## src/rtl/alux64.sv

```systemverilog
// -----------------------------------------------------------------------------
// alux64 -- 64-bit registered ALU with carry, overflow, negative and zero flags.
//
// Every rising clk edge loads the result of the current operands and opcode
// into the output registers (one-cycle latency, one operation per cycle).
// All eight arithmetic opcodes share a single 65-bit adder; bit 64 of the sum
// is the carry-out, so for subtraction Cout=1 means "no borrow".
//
// Ports
//   clk   in   1  clock, all state updates on the rising edge
//   rst   in   1  synchronous active-high reset
//   A     in  64  operand A
//   B     in  64  operand B
//   Cin   in   1  carry-in (ops 0, 1, 3, 5, 7 only)
//   S     in   4  operation select
//   O     out 64  registered result
//   Cout  out  1  registered carry / shifted-out bit
//   Oflow out  1  registered signed overflow (adder ops only)
//   Ntive out  1  registered O[63]
//   Zero  out  1  registered (O == 0)
// -----------------------------------------------------------------------------
module alux64 (
   input  logic        clk,
   input  logic        rst,
   input  logic [63:0] A,
   input  logic [63:0] B,
   input  logic        Cin,
   input  logic [3:0]  S,
   output logic [63:0] O,
   output logic        Cout,
   output logic        Oflow,
   output logic        Ntive,
   output logic        Zero
);

   typedef enum logic [3:0] {
      OP_A_CIN     = 4'h0,
      OP_B_CIN     = 4'h1,
      OP_ADD       = 4'h2,
      OP_ADD_CIN   = 4'h3,
      OP_SUB_AB    = 4'h4,
      OP_SUB_AB_C  = 4'h5,
      OP_SUB_BA    = 4'h6,
      OP_SUB_BA_C  = 4'h7,
      OP_SLT       = 4'h8,
      OP_AND       = 4'h9,
      OP_OR        = 4'hA,
      OP_XOR       = 4'hB,
      OP_NOT       = 4'hC,
      OP_SHL       = 4'hD,
      OP_SAR       = 4'hE,
      OP_SHR       = 4'hF
   } op_e;

   op_e         op;
   logic [63:0] add_a;
   logic [63:0] add_b;
   logic        add_c;
   logic [64:0] sum;
   logic        add_oflow;

   logic [63:0] o_d,     o_q;
   logic        cout_d,  cout_q;
   logic        oflow_d, oflow_q;
   logic        ntive_d, ntive_q;
   logic        zero_d,  zero_q;

   assign op = op_e'(S);

   // Adder operand steering. Non-adder opcodes leave the defaults in place;
   // their sum is simply not selected below.
   // NOTE: every signal gets a default before the case so no path through
   // this block leaves a variable unassigned, which would infer a latch.
   always_comb begin
      add_a = A;
      add_b = '0;
      add_c = 1'b0;
      unique case (op)
         OP_A_CIN:    begin add_a = A; add_b = '0; add_c = Cin;  end
         OP_B_CIN:    begin add_a = B; add_b = '0; add_c = Cin;  end
         OP_ADD:      begin add_a = A; add_b = B;  add_c = 1'b0; end
         OP_ADD_CIN:  begin add_a = A; add_b = B;  add_c = Cin;  end
         OP_SUB_AB:   begin add_a = A; add_b = ~B; add_c = 1'b1; end
         OP_SUB_AB_C: begin add_a = A; add_b = ~B; add_c = Cin;  end
         OP_SUB_BA:   begin add_a = B; add_b = ~A; add_c = 1'b1; end
         OP_SUB_BA_C: begin add_a = B; add_b = ~A; add_c = Cin;  end
         default:     ;
      endcase
   end

   assign sum = {1'b0, add_a} + {1'b0, add_b} + {64'd0, add_c};

   // Signed overflow: operands agree in sign but the result does not.
   assign add_oflow = (add_a[63] == add_b[63]) && (sum[63] != add_a[63]);

   always_comb begin
      o_d     = sum[63:0];
      cout_d  = sum[64];
      oflow_d = add_oflow;
      unique case (op)
         OP_SLT: begin
            o_d     = {63'd0, ($signed(A) < $signed(B))};
            cout_d  = 1'b0;
            oflow_d = 1'b0;
         end
         OP_AND: begin o_d = A & B; cout_d = 1'b0; oflow_d = 1'b0; end
         OP_OR:  begin o_d = A | B; cout_d = 1'b0; oflow_d = 1'b0; end
         OP_XOR: begin o_d = A ^ B; cout_d = 1'b0; oflow_d = 1'b0; end
         OP_NOT: begin o_d = ~A;    cout_d = 1'b0; oflow_d = 1'b0; end
         OP_SHL: begin o_d = {A[62:0], 1'b0};  cout_d = A[63]; oflow_d = 1'b0; end
         OP_SAR: begin o_d = {A[63], A[63:1]}; cout_d = A[0];  oflow_d = 1'b0; end
         OP_SHR: begin o_d = {1'b0, A[63:1]};  cout_d = A[0];  oflow_d = 1'b0; end
         default: ;  // adder opcodes keep the defaults above
      endcase
      ntive_d = o_d[63];
      zero_d  = (o_d == 64'd0);
   end

   // NOTE: sequential state uses non-blocking assignments so every register
   // samples its pre-edge inputs, independent of statement order.
   always_ff @(posedge clk) begin
      if (rst) begin
         o_q     <= '0;
         cout_q  <= 1'b0;
         oflow_q <= 1'b0;
         ntive_q <= 1'b0;
         zero_q  <= 1'b1;  // reset value O=0 is consistent with Zero=1
      end else begin
         o_q     <= o_d;
         cout_q  <= cout_d;
         oflow_q <= oflow_d;
         ntive_q <= ntive_d;
         zero_q  <= zero_d;
      end
   end

   assign O     = o_q;
   assign Cout  = cout_q;
   assign Oflow = oflow_q;
   assign Ntive = ntive_q;
   assign Zero  = zero_q;

endmodule

```

## config.mk

```make
export PLATFORM = sky130hd
export DESIGN_NAME = alux64
export DESIGN_NICKNAME = d
export VERILOG_FILES = /design/src/rtl/alux64.sv
export SDC_FILE = /design/constraint.sdc
export NUM_CORES = 1
export LEC_CHECK = 0
export BUFFER_PORTS_ARGS = -buffer_cell sky130_fd_sc_hd__buf_4
export CAP_MARGIN = 25
export CELL_PAD_IN_SITES_DETAIL_PLACEMENT = 1
export CELL_PAD_IN_SITES_GLOBAL_PLACEMENT = 2
export CORE_MARGIN = 2
export CORE_UTILIZATION = 36
export DETAILED_ROUTE_END_ITERATION = 7
export PLACE_DENSITY = 0.89
export SETUP_SLACK_MARGIN = 0.05
export SLEW_MARGIN = 20
export SYNTH_ARGS = -nofsm -noshare
export SYNTH_HDL_FRONTEND = slang
export SYNTH_SLANG_ARGS = --single-unit
export TNS_END_PERCENT = 10
```

## constraint.sdc

```tcl
create_clock -name clk -period 16.05 [get_ports clk]
set_input_delay 1.605 -clock clk [delete_from_list [all_inputs] [get_ports clk]]
set_output_delay 1.605 -clock clk [all_outputs]
set_load 0.005 [all_outputs]
```

==> results of run 1 <==
-- metrics by stage --
step                area [um^2]  hold slack, ns  instances
floorplan                 14000            1.77       2046
global placement          15900            1.98       2654
detailed placement        15900            1.96       2654
CTS                       16200            1.54       2670
global route              16200            1.57       2670
finish                    16200            1.56       2671
-- sequential cells by signal, indices dropped and copies added, names as in the netlist --
signal	cells
Cout	1
O	64
Oflow	1
Zero	1
-- area by class of cell --
| class | count | area, um^2 |
|---|---|---|
| fill | 4989 | 22400 |
| multi-input combinational | 1674 | 11500 |
| timing repair buffer | 228 | 1710 |
| sequential | 67 | 1340 |
| tap | 518 | 648 |
| inverter | 167 | 627 |
| clock buffer | 10 | 239 |
| clock inverter | 6 | 88.8 |
| antenna | 1 | 2.50 |
-- critical path, delay by kind of cell --
| kind | cells | cell delay, ns |
|---|---|---|
| xor+xnor | 1 | 0.17 |
| fa+ha+maj | 1 | 0.59 |
| compound gates | 6 | 1.79 |
| buf+inv | 3 | 1.47 |
| simple gates | 10 | 3.13 |
-- logic make-up after synthesis --
group	synth area share
simple gates	0.203
buf+inv	0.0837
xor+xnor	0.0331
compound gates	0.341
fa+ha+maj	0.231
mux	0.0132
flops	0.0957
-- layer usage --
layer  track usage  part of all wire
met2         0.508              0.45
met1         0.413              0.44
met4         0.137             0.039
met5             0            0.0011
met3        0.0522             0.066
-- synthesized netlist by cell type, drive strengths merged (5+ instances only) --
cell type	number	area share
a221o	71	0.051
or2	6	0.0027
nand3	27	0.0096
nor4	21	0.0094
nor3	21	0.0075
and2	18	0.0080
o221ai	6	0.0037
a21oi	163	0.058
nand3b	5	0.0027
o21ai	188	0.067
o21a	11	0.0059
mux2i	14	0.010
xor2	26	0.016
a311oi	5	0.0036
nor2b	15	0.0067
xnor2	27	0.017
dfxtp	67	0.096
a22oi	18	0.0096
inv	167	0.045
a31oi	16	0.0071
o31ai	7	0.0041
buf	29	0.0097
a21o	24	0.013
or3	6	0.0027
a211oi	17	0.0095
a21boi	7	0.0037
o21bai	27	0.014
nand2	207	0.055
o22ai	39	0.017
and4	6	0.0037
a221oi	40	0.025
nand2b	13	0.0058
nor2	238	0.064
o2111ai	17	0.011
and3	7	0.0031
clkbuf	109	0.029
o211ai	18	0.0096
ha	255	0.23
o311ai	6	0.0037
nand4	33	0.015
a2111oi	5	0.0032
-- cells in the final DEF (no fill, tap or decap), types with 7 or more instances in the layout --
master	instances
buf_4	228
nand2_1	207
dfxtp_1	67
nand2b_1	13
a22oi_1	18
nor3_1	20
a221o_1	71
xnor2_1	27
a21oi_1	162
ha_1	255
nand4_1	33
and3_1	7
o21a_1	11
o21bai_1	27
o22ai_1	39
nor4_1	21
o2111ai_1	17
o21ai_0	183
a21o_1	24
a31oi_1	16
inv_1	166
a221oi_1	39
clkbuf_16	9
nor2b_1	15
mux2i_1	14
o211ai_1	18
nand3_1	27
nor2_1	234
xor2_1	26
a211oi_1	16
and2_1	17
-- worst max-delay path by stage --
| stage | from | endpoint | slack, ns | depth (start not counted) |
|---|---|---|---|---|
| 2_1_floorplan | S[3] | Zero | 9.09 | 23 |
| 3_3_place_gp | S[2] | Zero | 7.40 | 21 |
| 3_5_place_dp | S[2] | Zero | 7.45 | 21 |
| 4_1_cts | S[2] | Zero | 7.78 | 21 |
| 5_1_grt | S[2] | Zero | 7.33 | 21 |
| 6_report | S[2] | Zero | 7.48 | 21 |
-- power by group through the flow --
stage | registers [mW] | clock network [mW] | logic [mW]
3_5_place_dp | 0.196 | 0 | 0.558
3_3_place_gp | 0.195 | 0 | 0.550
5_1_grt | 0.194 | 0.247 | 0.622
2_1_floorplan | 0.197 | 0 | 0.333
6_report | 0.192 | 0.237 | 0.572
4_1_cts | 0.192 | 0.243 | 0.561
==> qor.yml, run 1 <==
outcome:
  status: "completed"
clocking:
  clk_pin_slew_ns: 0.07
  h-tree-depth: 3
  postCtsSetupRepairBufs: 0
  cts_sinks: 67
  cts-resized-gates: 0
  clockBufferDepth: 2
  cts_root_buffer: "clkbuf_16"
  ctsHoldBuffers: 0
  numCtsBuffers: 9
  cts_tree: "yes"
pwr:
  total_power_mw: 1.00
  combPwrFrac: 0.572
  pwr-share-seq: 0.192
  cellPowerDensity_nw_per_um2: 61.8
  p_int_mw: 0.538
  ir_drop_mv: 0.0609
  pwr-share-clk: 0.237
  p_sw_mw: 0.462
  leakagePower_nw: 7.49
  p_sw_frac: 0.462
setup_path:
  critical_path_arrival_ns: 8.86
  cp.required_ns: 16.34
  crit_chain: "buf_4 > and2_2 > buf_4 > nor2_1 > nor2_4 > buf_4 > o21ai_0 > ha_1 > nand4_1 > or2_2 > nor4_1 > o211ai_1 > o211ai_1 > o21ai_2 > xnor2_1 > o21ai_0 > and3_1 > nand4_1 > nor4_1 > nand4_1 > o41ai_2"
  cp_max_fo: 83
  crit_slowest_cell: "nor4_1"
  endpoint_kind: "flip-flop"
  startpoint_type: "input pin"
  worstSetupPathType: "in -> reg"
  max_stage_delay_ns: 0.73
routing:
  routed_wl_um: 65400
  drtIter0Drc: 1310
  ant_nets: 0
  drt-pass1-iter-count: 7
  wl_per_cell_um: 24.5
  dr_total_vias: 16500
  drc: 0
  viasPerCell: 6.19
hold_path:
  hold_path_depth: 3
  worstHoldStart: "A[7]"
  hp-class: "in -> reg"
  hold_end: "O[6]"
logic_synthesis:
  ys_seq_area_frac: 0.0957
  ys.flop_type: "dfxtp_1"
  synth_seq_cells: 67
  syn_avg_cell_area_um2: 6.85
  ys_warn_count: 0
  synth_edf_count: 0
  ys_types: 81
  syn_nets: 2438
  syn_area_um2: 14000
  synth_async_sr_flop_share: 0
  syn-instance-count: 2046
sta:
  final.setup.tns_ns: 0
  slew_violations: 0
  layout_setup_ws_ns: 7.48
  clock.fmax_mhz: 117
  finalCriticalPeriod_ns: 8.57
  worst_slew_pin_slew_ns: 1.01
  finalHoldViolCount: 0
  setup_violations: 0
  fin_crit_sh: 0.534
  grt_setup_unrepaired: "false"
  relSlewSlack: 0.324
die:
  die_width_um: 201
  core_area_um2: 38600
  io_pins: 203
  dieArea_um2: 40500
  start_util: 0.363
  die_h_um: 201
  num_rows: 72
layout:
  synthToLayoutAreaGrowth_pct: 15.6
  final_nets: 2539
  fin_util: 0.420
  drive_above_1_share: 0.129
placement:
  gp_congestion: 0.969
  dpl_worst_slack_ns: 7.45
  dp_hpwl_um: 49800
  io_buffer_count: 202
global_route:
  grt_max_degree: 84
  grt-ovfl-total: 0
  grt_pass1_wl_um: 99400
  track_usage: 0.315
  first_global_vias: 16500
  antenna_found_initial: 4
job:
  maxCapViolations: 0
Note: power is estimated with default switching activity, not from simulation.
==> run 2: changes to the inputs <==
--- a/config.mk
+++ b/config.mk
@@ -10,9 +10,9 @@
 export CELL_PAD_IN_SITES_DETAIL_PLACEMENT = 1
 export CELL_PAD_IN_SITES_GLOBAL_PLACEMENT = 2
 export CORE_MARGIN = 2
-export CORE_UTILIZATION = 36
+export CORE_UTILIZATION = 30
 export DETAILED_ROUTE_END_ITERATION = 7
-export PLACE_DENSITY = 0.89
+export PLACE_DENSITY = 0.79
 export SETUP_SLACK_MARGIN = 0.05
 export SLEW_MARGIN = 20
 export SYNTH_ARGS = -nofsm -noshare
==> constraint.sdc (replaced) <==
create_clock -name clk -period 7.25 [get_ports clk]
set_input_delay 0.725 -clock clk [delete_from_list [all_inputs] [get_ports clk]]
set_output_delay 0.725 -clock clk [all_outputs]
set_load 0.005 [all_outputs]
==> run 2 against run 1 <==
Against the previous run:
- critical path type unchanged
- critical path depth grew 1
- global-route usage shrank 3.9 points
- non-clock buffer count grew 8
- clock power increased by 130%
- design area increased by 1.1%
- power rose by 120%
- first-iteration DRC count decreased by 11%
- critical endpoint unchanged
- sequential power rose by 120%
- largest cell class unchanged
- worst hold slack worse by 0.87 ns
- utilization is 6.7 points lower
- die area grew 20%
==> qor.yml, run 2 (synthesized netlist as in run 1, its figures left out) <==
outcome:
  status: "completed"
die:
  dieArea_um2: 48500  # +20%
  die_width_um: 220  # +9.4%
  die_h_um: 220  # +9.4%
  num_rows: 79  # +9.7%
  core_area_um2: 46400  # +20%
  io_pins: 203  # unchanged
  start_util: 0.302  # -0.0612
sta:
  final.setup.tns_ns: 0  # unchanged
  hold_slack_ns: 0.694  # -0.866 ns
  fin_crit_sh: 0.874
  grt_setup_unrepaired: "false"
  clock.fmax_mhz: 158
  finalHoldViolCount: 0  # unchanged
  setup_violations: 0  # unchanged
  slew_violations: 0  # unchanged
  worst_slew_pin_slew_ns: 0.942  # -0.0696 ns
  relSlewSlack: 0.371  # +0.0470
  finalCriticalPeriod_ns: 6.33
clocking:
  numCtsBuffers: 9  # unchanged
  cts_root_buffer: "clkbuf_16"
  cts_tree: "yes"
  ctsHoldBuffers: 0  # unchanged
  postCtsSetupRepairBufs: 0  # unchanged
  clk_pin_slew_ns: 0.07  # about the same
  h-tree-depth: 3  # unchanged
  cts-resized-gates: 0  # unchanged
  clockBufferDepth: 2  # unchanged
  cts_sinks: 67  # unchanged
setup_path:
  startpoint_type: "input pin"
  endpoint_kind: "flip-flop"
  cp_max_fo: 36  # -57%
  path_depth: 22  # +4.8%
  critPathBufInv: 2  # -1
  worstSetupPathType: "in -> reg"
  crit_slowest_cell: "a311oi_2"
  crit_chain: "buf_4 > or2b_4 > nor2_1 > nor2_1 > nor2_4 > mux2i_1 > fa_1 > fa_1 > nand2b_1 > a211oi_2 > o211ai_1 > a311oi_2 > o211ai_1 > a31oi_1 > nand4_1 > a32o_1 > a211oi_1 > nand4_1 > nor4_1 > buf_4 > nand4_1 > o41ai_2"
  cp-startpoint: "S[0]"
  crit_path_end: "Zero"
  crit_top_cell: "nand4_1"
  max_stage_delay_ns: 0.62  # -0.11 ns
  crit_family: "compound AO/OA/AOI/OAI gates"
  critical_path_arrival_ns: 6.63  # -2.23 ns
  cp.required_ns: 7.55  # -8.79 ns
pwr:
  ir_drop_mv: 0.0794  # +30%
  cellPowerDensity_nw_per_um2: 137  # +120%
  leakagePower_nw: 7.53  # +0.49%
global_route:
  track_usage: 0.276  # -0.0388
  antenna_found_initial: 1  # -3
  grt_pass1_wl_um: 102000  # +2.7%
  grt_max_degree: 64  # -24%
  grt-ovfl-total: 0  # unchanged
  first_global_vias: 16800  # +2.0%
layout:
  fillers: 5788  # +16%
  final_nets: 2547  # +0.32%
  final_common_cell: "ha_1"
  drive_above_1_share: 0.131  # +0.00230
  final_cell_mix: "ha_1 (255), nor2_1 (234), buf_4 (234)"
  largest_reg_flops: 64  # unchanged
  synthToLayoutAreaGrowth_pct: 16.8
placement:
  dp_hpwl_um: 52300  # +5.0%
  gp_congestion: 0.958  # -1.2%
  io_buffer_count: 202  # unchanged
routing:
  drt-pass1-iter-count: 5  # -2
  routed_wl_um: 67700  # +3.5%
  wl_per_cell_um: 24.5  # -0.11%
  drtIter0Drc: 1171  # -11%
  ant_nets: 0  # unchanged
  viasPerCell: 5.95  # -3.8%
  drc: 0  # unchanged
  dr_total_vias: 16500  # -0.35%
hold_path:
  hp-class: "in -> reg"
  hold_path_depth: 3  # unchanged
job:
  maxCapViolations: 0  # unchanged
## run 2: cell count changes in the layout (fill, tap and decap cells not counted)
cell | before | now
a2111oi_1 | 0 | 1
buf_1 | 0 | 1
a2111oi_2 | 1 | 0
buf_12 | 0 | 1
buf_4 | 228 | 234
## run 2: area by class of cell
type | instances | area, um^2 | area share
multi-input combinational | 1674 | 11500 | 0.704
timing repair buffer | 236 | 1780 | 0.109
antenna | 1 | 2.50 | 0.000153
sequential | 67 | 1340 | 0.0819
clock inverter | 6 | 88.8 | 0.00543
inverter | 167 | 627 | 0.0383
clock buffer | 10 | 239 | 0.0146
tap | 607 | 759 | 0.0464
## run 2: power breakdown
part | total [mW] | internal, mW | switching, mW
combinational | 1.28 | 0.475 | 0.805
clock | 0.540 | 0.311 | 0.229
sequential | 0.426 | 0.412 | 0.0143
total | 2.25 | 1.20 | 1.05
## run 2: per-stage QoR
stage	utilization	instance area, um^2	instances	setup slack [ns]	total power [mW]
3_3_place_gp	0.346	16000	2750	0.879	1.68
4_1_cts	0.353	16400	2767	0.983	2.25
5_1_grt	0.353	16400	2767	0.528	2.39
2_1_floorplan	-	14000	2046	1.17	1.17
3_5_place_dp	0.346	16000	2751	0.582	1.69
6_report	0.353	16400	2768	0.916	2.25
## run 2: metal layers
metal	wire, um	GRT usage
met5	0	0
met4	2830	0.126
met3	3810	0.0412
met2	31700	0.456
met1	29400	0.354
## run 2: worst min path at each step
stage | from | endpoint
2_1_floorplan | A[7] | O[6]
3_3_place_gp | A[7] | O[6]
3_5_place_dp | A[7] | O[6]
4_1_cts | A[7] | O[6]
5_1_grt | A[7] | O[6]
6_report | A[7] | O[6]
## run 2: worst min-delay path, cell delays in order
cell and delay (ns):
buf_4 0.13, a221oi_1 0.11, nor2_1 0.08
